[config.mk]
export PLATFORM = sky130hd
export DESIGN_NAME = uart_tx_fifo
export DESIGN_NICKNAME = d
export VERILOG_FILES = /design/src/rtl/uart_tx_fifo.sv
export SDC_FILE = /design/constraint.sdc
export NUM_CORES = 1
export LEC_CHECK = 0
export CAP_MARGIN = 0
export CORE_MARGIN = 4
export CORE_UTILIZATION = 41
export CTS_CLUSTER_DIAMETER = 120
export DETAILED_ROUTE_END_ITERATION = 10
export GPL_TIMING_DRIVEN = 0
export SLEW_MARGIN = 30
export SYNTH_ARGS = -nofsm -noshare
export SYNTH_HDL_FRONTEND = slang
export SYNTH_SLANG_ARGS = --single-unit
[constraint.sdc]
create_clock -name clk -period 3.4 [get_ports clk]
set_clock_uncertainty 0.1 [all_clocks]
set_input_delay 0.51 -clock clk [delete_from_list [all_inputs] [get_ports clk]]
set_output_delay 0.51 -clock clk [all_outputs]
set_load 0.01 [all_outputs]
[src/rtl/uart_tx_fifo.sv]
// uart_tx_fifo: FIFO-buffered UART transmitter, frames paced by tx_tick.
// Build option: define UART_TX_BREAK_EN to add the BREAK state (break_i).
//
// Ports:
//   clk, rst_n        clock, async active-low reset
//   tx_tick           one-cycle pulse per bit period
//   wr_data_i/valid_i push side; wr_ready_o = !full
//   data_len_i        data bits per frame (clamped 5..DATA_W)
//   parity_en_i       append parity; parity_type_i 0=even 1=odd
//   stop_bit_num_i    0 = one stop bit, 1 = two
//   break_i           break request (UART_TX_BREAK_EN only)
//   cts_n             clear-to-send, active low, sampled at frame start
//   tx                serial line (registered)
//   busy_o            frame or break in progress
//   tx_done_o         pulse on the tick that ends the last stop bit
//   fifo_empty_o/fifo_full_o/fifo_level_o  FIFO status
module uart_tx_fifo #(
  parameter  int DATA_W     = 8,
  parameter  int FIFO_DEPTH = 16,
  localparam int LVL_W      = $clog2(FIFO_DEPTH + 1)
) (
  input  logic              clk,
  input  logic              rst_n,
  input  logic              tx_tick,
  input  logic [DATA_W-1:0] wr_data_i,
  input  logic              wr_valid_i,
  output logic              wr_ready_o,
  input  logic [3:0]        data_len_i,
  input  logic              parity_en_i,
  input  logic              parity_type_i,
  input  logic              stop_bit_num_i,
  input  logic              break_i,
  input  logic              cts_n,
  output logic              tx,
  output logic              busy_o,
  output logic              tx_done_o,
  output logic              fifo_empty_o,
  output logic              fifo_full_o,
  output logic [LVL_W-1:0]  fifo_level_o
);

  localparam int         PTR_W   = $clog2(FIFO_DEPTH);
  localparam logic [3:0] LEN_MAX = 4'(DATA_W);
  localparam logic [3:0] LEN_MIN = 4'd5;

  typedef enum logic [2:0] {
    ST_IDLE,
    ST_START,
    ST_DATA,
    ST_PARITY,
    ST_STOP
`ifdef UART_TX_BREAK_EN
    , ST_BREAK
`endif
  } state_t;

  // FIFO
  logic [DATA_W-1:0] mem [FIFO_DEPTH];
  logic [PTR_W-1:0]  wr_ptr_q;
  logic [PTR_W-1:0]  rd_ptr_q;
  logic [LVL_W-1:0]  count_q;
  logic              full;
  logic              empty;
  logic              push;
  logic              pop;

  // frame engine
  state_t            state_q;
  state_t            state_d;
  logic [3:0]        cnt_q;
  logic [3:0]        cnt_d;
  logic              stp_q;
  logic              stp_d;
  logic [DATA_W-1:0] sh_q;
  logic [DATA_W-1:0] sh_d;
  logic              tx_q;
  logic              tx_d;
  logic [3:0]        len_q;
  logic              par_en_q;
  logic              par_q;
  logic              stop2_q;
  logic              load;
  logic              done;
  logic              launch;
  logic              start_ok;

  logic [3:0]        len_c;
  logic [DATA_W-1:0] head;
  logic [DATA_W-1:0] masked;
  logic              head_par;

  assign full  = (count_q == LVL_W'(FIFO_DEPTH));
  assign empty = (count_q == '0);
  assign push  = wr_valid_i && !full;
  assign pop   = load;

  assign wr_ready_o   = !full;
  assign fifo_full_o  = full;
  assign fifo_empty_o = empty;
  assign fifo_level_o = count_q;

  always_ff @(posedge clk) begin
    if (push) mem[wr_ptr_q] <= wr_data_i;
  end

  always_ff @(posedge clk or negedge rst_n) begin
    if (!rst_n) begin
      wr_ptr_q <= '0;
      rd_ptr_q <= '0;
      count_q  <= '0;
    end else begin
      if (push) wr_ptr_q <= wr_ptr_q + PTR_W'(1);
      if (pop)  rd_ptr_q <= rd_ptr_q + PTR_W'(1);
      case ({push, pop})
        2'b10:   count_q <= count_q + LVL_W'(1);
        2'b01:   count_q <= count_q - LVL_W'(1);
        default: count_q <= count_q;
      endcase
    end
  end

  // Frame setup from the head word and live configuration
  always_comb begin
    len_c = data_len_i;
    if (data_len_i < LEN_MIN) len_c = LEN_MIN;
    if (data_len_i > LEN_MAX) len_c = LEN_MAX;
  end

  assign head = mem[rd_ptr_q];

  // Bits at or above the frame length are zeroed so the
  // parity reduction covers only transmitted bits.
  always_comb begin
    masked = '0;
    for (int i = 0; i < DATA_W; i++) begin
      masked[i] = head[i] & (i < int'(len_c));
    end
  end

  assign head_par = (^masked) ^ parity_type_i;
  assign start_ok = !empty && !cts_n;

  // The tick that ends the last stop bit doubles as the
  // launch point for the next frame, so frames stream
  // back to back with no idle bit between them.
  always_comb begin
    state_d = state_q;
    cnt_d   = cnt_q;
    stp_d   = stp_q;
    sh_d    = sh_q;
    tx_d    = tx_q;
    load    = 1'b0;
    done    = 1'b0;
    launch  = 1'b0;
    unique case (state_q)
      ST_IDLE: begin
        if (tx_tick) launch = 1'b1;
      end
      ST_START: begin
        if (tx_tick) begin
          state_d = ST_DATA;
          cnt_d   = 4'd0;
          tx_d    = sh_q[0];
        end
      end
      ST_DATA: begin
        if (tx_tick) begin
          if (cnt_q == len_q - 4'd1) begin
            stp_d = 1'b0;
            if (par_en_q) begin
              state_d = ST_PARITY;
              tx_d    = par_q;
            end else begin
              state_d = ST_STOP;
              tx_d    = 1'b1;
            end
          end else begin
            cnt_d = cnt_q + 4'd1;
            sh_d  = sh_q >> 1;
            tx_d  = sh_q[1];
          end
        end
      end
      ST_PARITY: begin
        if (tx_tick) begin
          state_d = ST_STOP;
          stp_d   = 1'b0;
          tx_d    = 1'b1;
        end
      end
      ST_STOP: begin
        if (tx_tick) begin
          if (stop2_q && !stp_q) begin
            stp_d = 1'b1;
          end else begin
            done   = 1'b1;
            launch = 1'b1;
          end
        end
      end
`ifdef UART_TX_BREAK_EN
      ST_BREAK: begin
        if (tx_tick && !break_i) begin
          state_d = ST_IDLE;
          tx_d    = 1'b1;
        end
      end
`endif
      default: begin
        state_d = ST_IDLE;
        tx_d    = 1'b1;
      end
    endcase

    if (launch) begin
      state_d = ST_IDLE;
      tx_d    = 1'b1;
      if (start_ok) begin
        state_d = ST_START;
        tx_d    = 1'b0;
        load    = 1'b1;
        sh_d    = masked;
      end
`ifdef UART_TX_BREAK_EN
      // break wins over a pending word; nothing is popped
      if (break_i) begin
        state_d = ST_BREAK;
        tx_d    = 1'b0;
        load    = 1'b0;
        sh_d    = sh_q;
      end
`endif
    end
  end

`ifndef UART_TX_BREAK_EN
  logic unused_break;
  assign unused_break = break_i;
`endif

  always_ff @(posedge clk or negedge rst_n) begin
    if (!rst_n) begin
      state_q  <= ST_IDLE;
      cnt_q    <= 4'd0;
      stp_q    <= 1'b0;
      sh_q     <= '0;
      tx_q     <= 1'b1;
      len_q    <= LEN_MAX;
      par_en_q <= 1'b0;
      par_q    <= 1'b0;
      stop2_q  <= 1'b0;
    end else begin
      state_q <= state_d;
      cnt_q   <= cnt_d;
      stp_q   <= stp_d;
      sh_q    <= sh_d;
      tx_q    <= tx_d;
      if (load) begin
        len_q    <= len_c;
        par_en_q <= parity_en_i;
        par_q    <= head_par;
        stop2_q  <= stop_bit_num_i;
      end
    end
  end

  assign tx        = tx_q;
  assign busy_o    = (state_q != ST_IDLE);
  assign tx_done_o = done;

endmodule
Word-level counts from Yosys, hierarchy flattened
Memories as Yosys holds them, arrays and structs flattened.
Index checks and enable logic that the tools add are counted.
Storage, ports and cells
  register bits: 37
  word-level logic and storage cells: 120
  RAM bits: 128
  memories kept: 1
  output and inout bits: 11
  input bits: 21
Cells by class
  add/sub/neg operators: 6
  reductions and logical operators: 19
  bitwise logic cells: 9
  $lt $le $gt $ge: 10
  muxes and demuxes: 43
  equality and inequality tests: 20
Memory list
  mem: words 16, bits a word 8, read ports 1, clocked after memory_dff 0, write ports 1, RTL line 58  | logic [DATA_W-1:0] mem [FIFO_DEPTH];
Operators by type and width (number)
  8-bit 2-to-1 mux: 5
  1-bit 2-to-1 mux: 21
  4-bit 2-to-1 mux: 5
  3-bit 2-to-1 mux: 6
  3-bit by 4-bit < comparator with 1-bit output (first input constant): 4
  2-bit inequality test (second input constant): 7
  4-bit by 1-bit adder with 4-bit output (second input constant): 3
  3-bit inequality test (second input constant): 4
  3-bit case mux with 4 select lines: 1
  5-bit case mux with 2 select lines: 1
  1-bit bitwise AND: 8
  1-bit by 4-bit < comparator with 1-bit output (first input constant): 2
  2-bit by 4-bit < comparator with 1-bit output (first input constant): 2
  4-bit case mux with 2 select lines: 1
  4-bit AND reduction: 2
  8-bit parity: 1
  3-bit by 2-bit == test with 1-bit output (second input constant): 2
  6-bit AND reduction: 1
  3-bit nonzero test: 2
  5-bit by 1-bit adder with 5-bit output (second input constant): 1
  5-bit == test (second input constant): 1
  5-bit logical NOT: 1
  5-bit AND reduction: 1
  5-bit by 1-bit subtractor with 5-bit output (second input constant): 1
  other kinds (18): 24

Depth between registers and ports, before layout
  word-level depth: 8
  gate-level depth with buffers: 16
  mapped depth without buffers: 14

Worst setup path before layout
Ideal clock, no wire load.
  path kind: reg-to-reg
  from: register state_q[1]
  to: register count_q[4] (netlist: fifo_level_o[4])
  clock period less this slack: 3.415 ns
  required time: 3.172 ns
  setup slack: -0.015 ns
  arrival time: 3.187 ns
  buffers on the path: 2
  library setup time: 0.128 ns
  cell stages (with the launch flop): 15
  path through: dfrtp_1 -> or2_2 -> or4_1 -> clkinv_1 -> clkbuf_1 -> ha_1 -> clkbuf_1 -> xor2_1 -> ha_1 -> o21ai_0 -> a21oi_1 -> a21oi_1 -> xor2_1 -> nor2_1 -> xor2_1
On the way
  word-level cells in the longest chain between the ends: 5
  elaborated cells on any way between the ends: 8
  classes of those cells: 3 x eq/ne; 3 x mux; 2 x reduce/logical
Ends and longest elaborated chain
  start: declaration: RTL line 68  | state_t state_q;
  start signal: assignment: RTL line 253  | state_q <= state_d;
  3-bit == test or 3-bit logical NOT (tied branches): RTL line 155  | unique case (state_q)
  1-bit case mux with 2 select lines *: RTL line 155
  1-bit 2-to-1 mux *: RTL line 215  | if (launch) begin
  via load: RTL line 82  | logic load;
  2-bit by 1-bit == test with 1-bit output or 2-bit == test (tied branches): RTL line 114  | case ({push, pop})
  5-bit case mux with 2 select lines or 2-bit nonzero test (tied branches)
  end signal: assignment: RTL line 115  | 2'b10: count_q <= count_q + LVL_W'(1);
  end signal: assignment: RTL line 116  | 2'b01: count_q <= count_q - LVL_W'(1);
  end signal: assignment: RTL line 117  | default: count_q <= count_q;
  end: declaration: RTL line 61  | logic [LVL_W-1:0] count_q;
Mark *: on every way through the listed nets, which the timed path passes. The rest lies on a longest branch.
A chain may end at the register's enable or synchronous reset.

Worst setup path after layout
Ends and elaborated chain as after synthesis.

==> results.cfg <==
[grt]
gr-total-overflow = 0
grt_max_degree = 23
grt_pass1_wl_mm = 21.8
globalRouteTotalUtil_pct = 14.8
antenna_found_initial = 0
grt_pass1_vias = 3942

[die]
rows = 47
die_y_um = 140
pin_count = 32
die_w_um = 140
start_util_pct = 42.4
die-area_um2 = 19500
coreArea_um2 = 16800

[layout]
fin_nets = 531
drive_above_1_share_pct = 15.6
areaGrowthSynthToFinish_pct = 18.0
multi_input_area_um2 = 2200
final_util_pct = 50.0
seqCellArea_um2 = 4770
fill_cells = 1377
diodes = 0

[routing]
wl_per_cell_um = 18.9
dr.first_iter.drc_count = 295
via_per_inst = 5.29
ant_nets = 0
drt-total-wl_mm = 13.9
drc = 0
first_pass_iters = 4
vias = 3874

[sta]
final-setup-viol-count = 0
fmax_mhz = 312
hold_slack_ns = 0.255
final.period_utilization_pct = 94.2
finalHoldViolations = 0
worst_slew_pin_slew_ns = 0.920
final.setup.tns_ns = 0
slew_viol_final = 0
fin_crit_ns = 3.20
slew_headroom_pct = 38.4

[placement]
finalWeightedCongestion = 0.777
dp_hpwl_mm = 9.42
io_buffers = 29

[setup_path]
critPathSlowestCell = or4_4
end_kind = flip-flop
rr_worst_depth = 14
cp_cell_sequence = or2_2, or4_4, inv_4, clkbuf_8, ha_1, clkbuf_4, xor2_1, ha_2, o21ai_1, a21oi_1, a21oi_1, xor2_1, nor2_1, xor2_1
r2r_start = state_q[1]
start_kind = flip-flop
r2r_slack_ns = 0.20
cp.depth = 14
reg2reg_to = fifo_level_o[4]
crit_path_max_fanout = 11
path_buf_inv = 3
path_delay_family = simple AND/OR/NAND/NOR gates
cpMostUsedCell = xor2_1
cp.arrival_ns = 3.45
slowest_delay_ns = 0.54
required_ns = 3.65
crit_type = reg -> reg

[power_and_ir_drop]
internal_power_uw = 4910
p_per_area_nw_per_um2 = 875
p_sw_uw = 2420
p_clk_share_pct = 26.1
swShare_pct = 33.0
leakagePower_uw = 0.00298
ir_drop_mv = 0.475
power_uw = 7330
p_seq_share_pct = 37.9
p_comb_share_pct = 36.0

[yosys]
ys_seq_elements = 165
synthAdderAreaFrac_pct = 1.94
synth_top_family_by_area = multiplexers
yosys_warnings = 0
synth-xor-area-share_pct = 3.75
synth_simple_gate_area_share_pct = 7.54
ys_seq_area_share_pct = 67.2
syn_avg_cell_area_um2 = 15.9
syn_nets = 478
synth_compound_area_share_pct = 4.58
synthCells = 446
syn_area_um2 = 7100
synth.area.mux_share_pct = 12.4
yosysUniqueCellTypes = 47

[clocking]
cts_tree = yes
numCtsBuffers = 17
clock_sinks = 165
clock_path_buffers = 2
clk_pin_slew_ns = 0.07
htree_levels = 4
insertion_delay_ns = 0.43
cts_root_buffer = clkbuf_16

[hold_path]
hold_path.class = in -> reg
hp-start = data_len_i[3]
hold_end = len_q[3]
hold_path_depth = 3

[outcome]
status = finished clean

[run]
cap_viol_max_count = 0
-- cell type report --
class | instances | share of cell area [%]
Clock buffer | 17 | 5.08
Timing Repair Buffer | 35 | 4.21
Inverter | 10 | 0.478
Clock inverter | 15 | 1.91
Tap cell | 220 | 3.28
Buffer | 20 | 1.88
Multi-Input combinational cell | 250 | 26.2
Sequential cell | 165 | 57.0
-- kinds of logic (layout without fill, tap and decap cells) --
family                     count (synthesis)  count (layout)
adders and majority gates                 11              11
and+or+nand+nor                          118             118
DFF                                      165             165
AOI/OAI and AO/OA                         52              52
buffers and inverters                     31              97
muxes                                     41              41
xor gates and xnor gates                  28              28
-- worst max path at each step --
stage	from	endpoint	slack, ns
6_report	state_q[1]	fifo_level_o[4]	0.20
5_1_grt	state_q[1]	fifo_level_o[4]	-0.002
4_1_cts	state_q[1]	fifo_level_o[4]	0.01
3_5_place_dp	tx_tick	fifo_level_o[4]	-0.56
3_3_place_gp	tx_tick	fifo_level_o[4]	-0.56
2_1_floorplan	fifo_level_o[1]	fifo_level_o[4]	0.09
-- metrics by stage --
stage	instances	setup WS [ns]	cell area, um^2
6_report	732	0.199	8380
5_1_grt	732	-0.00175	8380
4_1_cts	729	0.00953	8330
3_5_place_dp	696	-0.561	7710
3_3_place_gp	695	-0.557	7670
2_1_floorplan	446	0.0919	7100
-- Yosys cell counts, drive strengths merged --
cell | number | area share [%]
nor4bb | 1 | 0.14
edfxtp | 128 | 54
nand2 | 52 | 2.7
or4 | 1 | 0.11
a211oi | 1 | 0.11
o31ai | 2 | 0.21
or2 | 1 | 0.088
xor2 | 9 | 1.1
nor3 | 10 | 0.70
xnor2 | 18 | 2.3
and3 | 1 | 0.088
a31oi | 1 | 0.088
o22a | 1 | 0.12
mux4 | 32 | 11
nand2b | 3 | 0.26
nand3 | 4 | 0.28
nor2 | 24 | 1.3
mux2 | 2 | 0.37
dfstp | 2 | 0.74
ha | 11 | 1.9
and2 | 4 | 0.35
o21ai | 18 | 1.3
dfrtp | 35 | 12
a32oi | 1 | 0.12
a22oi | 16 | 1.7
mux2i | 7 | 0.99
xnor3 | 1 | 0.32
nor4 | 2 | 0.18
a21o | 1 | 0.11
a21oi | 9 | 0.63
clkinv | 1 | 0.053
nand4 | 3 | 0.26
a221oi | 1 | 0.12
or3 | 2 | 0.18
clkbuf | 9 | 0.48
o211ai | 1 | 0.11
inv | 9 | 0.48
buf | 12 | 1.6
nor2b | 10 | 0.88
-- registers in the layout (all words and copies together) (netlist names) --
register      cells
par_en_q          1
stop2_q           1
tx                1
wr_ptr_q          4
stp_q             1
cnt_q             4
rd_ptr_q          4
par_q             1
sh_q              8
len_q             4
mem             128
state_q           3
fifo_level_o      5
-- power groups by stage --
stage	sequential [uW]	combinational [uW]	clock, uW
after floorplan	2760	1920	0
after global placement	2800	2530	0
after detailed placement	2810	2610	0
after CTS	2780	2630	1940
after global routing	2820	2890	2020
final	2780	2640	1910
-- timing repair --
item	in CTS	in global routing
buffers inserted	0	4
endpoints found under the hold margin	20	0
resized for setup	5	9
gates cloned	0	0
hold buffers	1	0
setup endpoints to repair	2	1
-- worst min-delay path, stage by stage --
cell and delay, ns:
buf_2 0.16, nand2_1 0.07, nand2_1 0.04
-- layout by cell type, fill, tap and decap left out, drive strengths merged, types with 2 or more instances in the layout --
master         netlist  routed
o21ai               18      18
buf                 12      18
dfrtp               35      35
clkbuf               9      25
clkinv               1       4
nor2b               10      10
clkdlybuf4s50        0      28
inv                  9      20
mux2i                7       7
mux2                 2       2
nand3                4       4
o31ai                2       2
nor3                10      10
edfxtp             128     128
dfstp                2       2
nand4                3       3
nand2b               3       3
ha                  11      11
nor4                 2       2
mux4                32      32
xnor2               18      18
nor2                24      24
or3                  2       2
a22oi               16      16
and2                 4       4
xor2                 9       9
a21oi                9       9
nand2               52      52
-- metal layers --
| layer | wire (um) | global-route usage [%] | vias to the layer above |
|---|---|---|---|
| met2 | 7060 | 24.6 | 99 |
| met5 | 0 | 0 | - |
| li1 | - | - | 1808 |
| met4 | 209 | 4.79 | 0 |
| met1 | 5830 | 19.1 | 1950 |
| met3 | 766 | 4.05 | 17 |
Note: power is estimated with default switching activity, not from simulation.
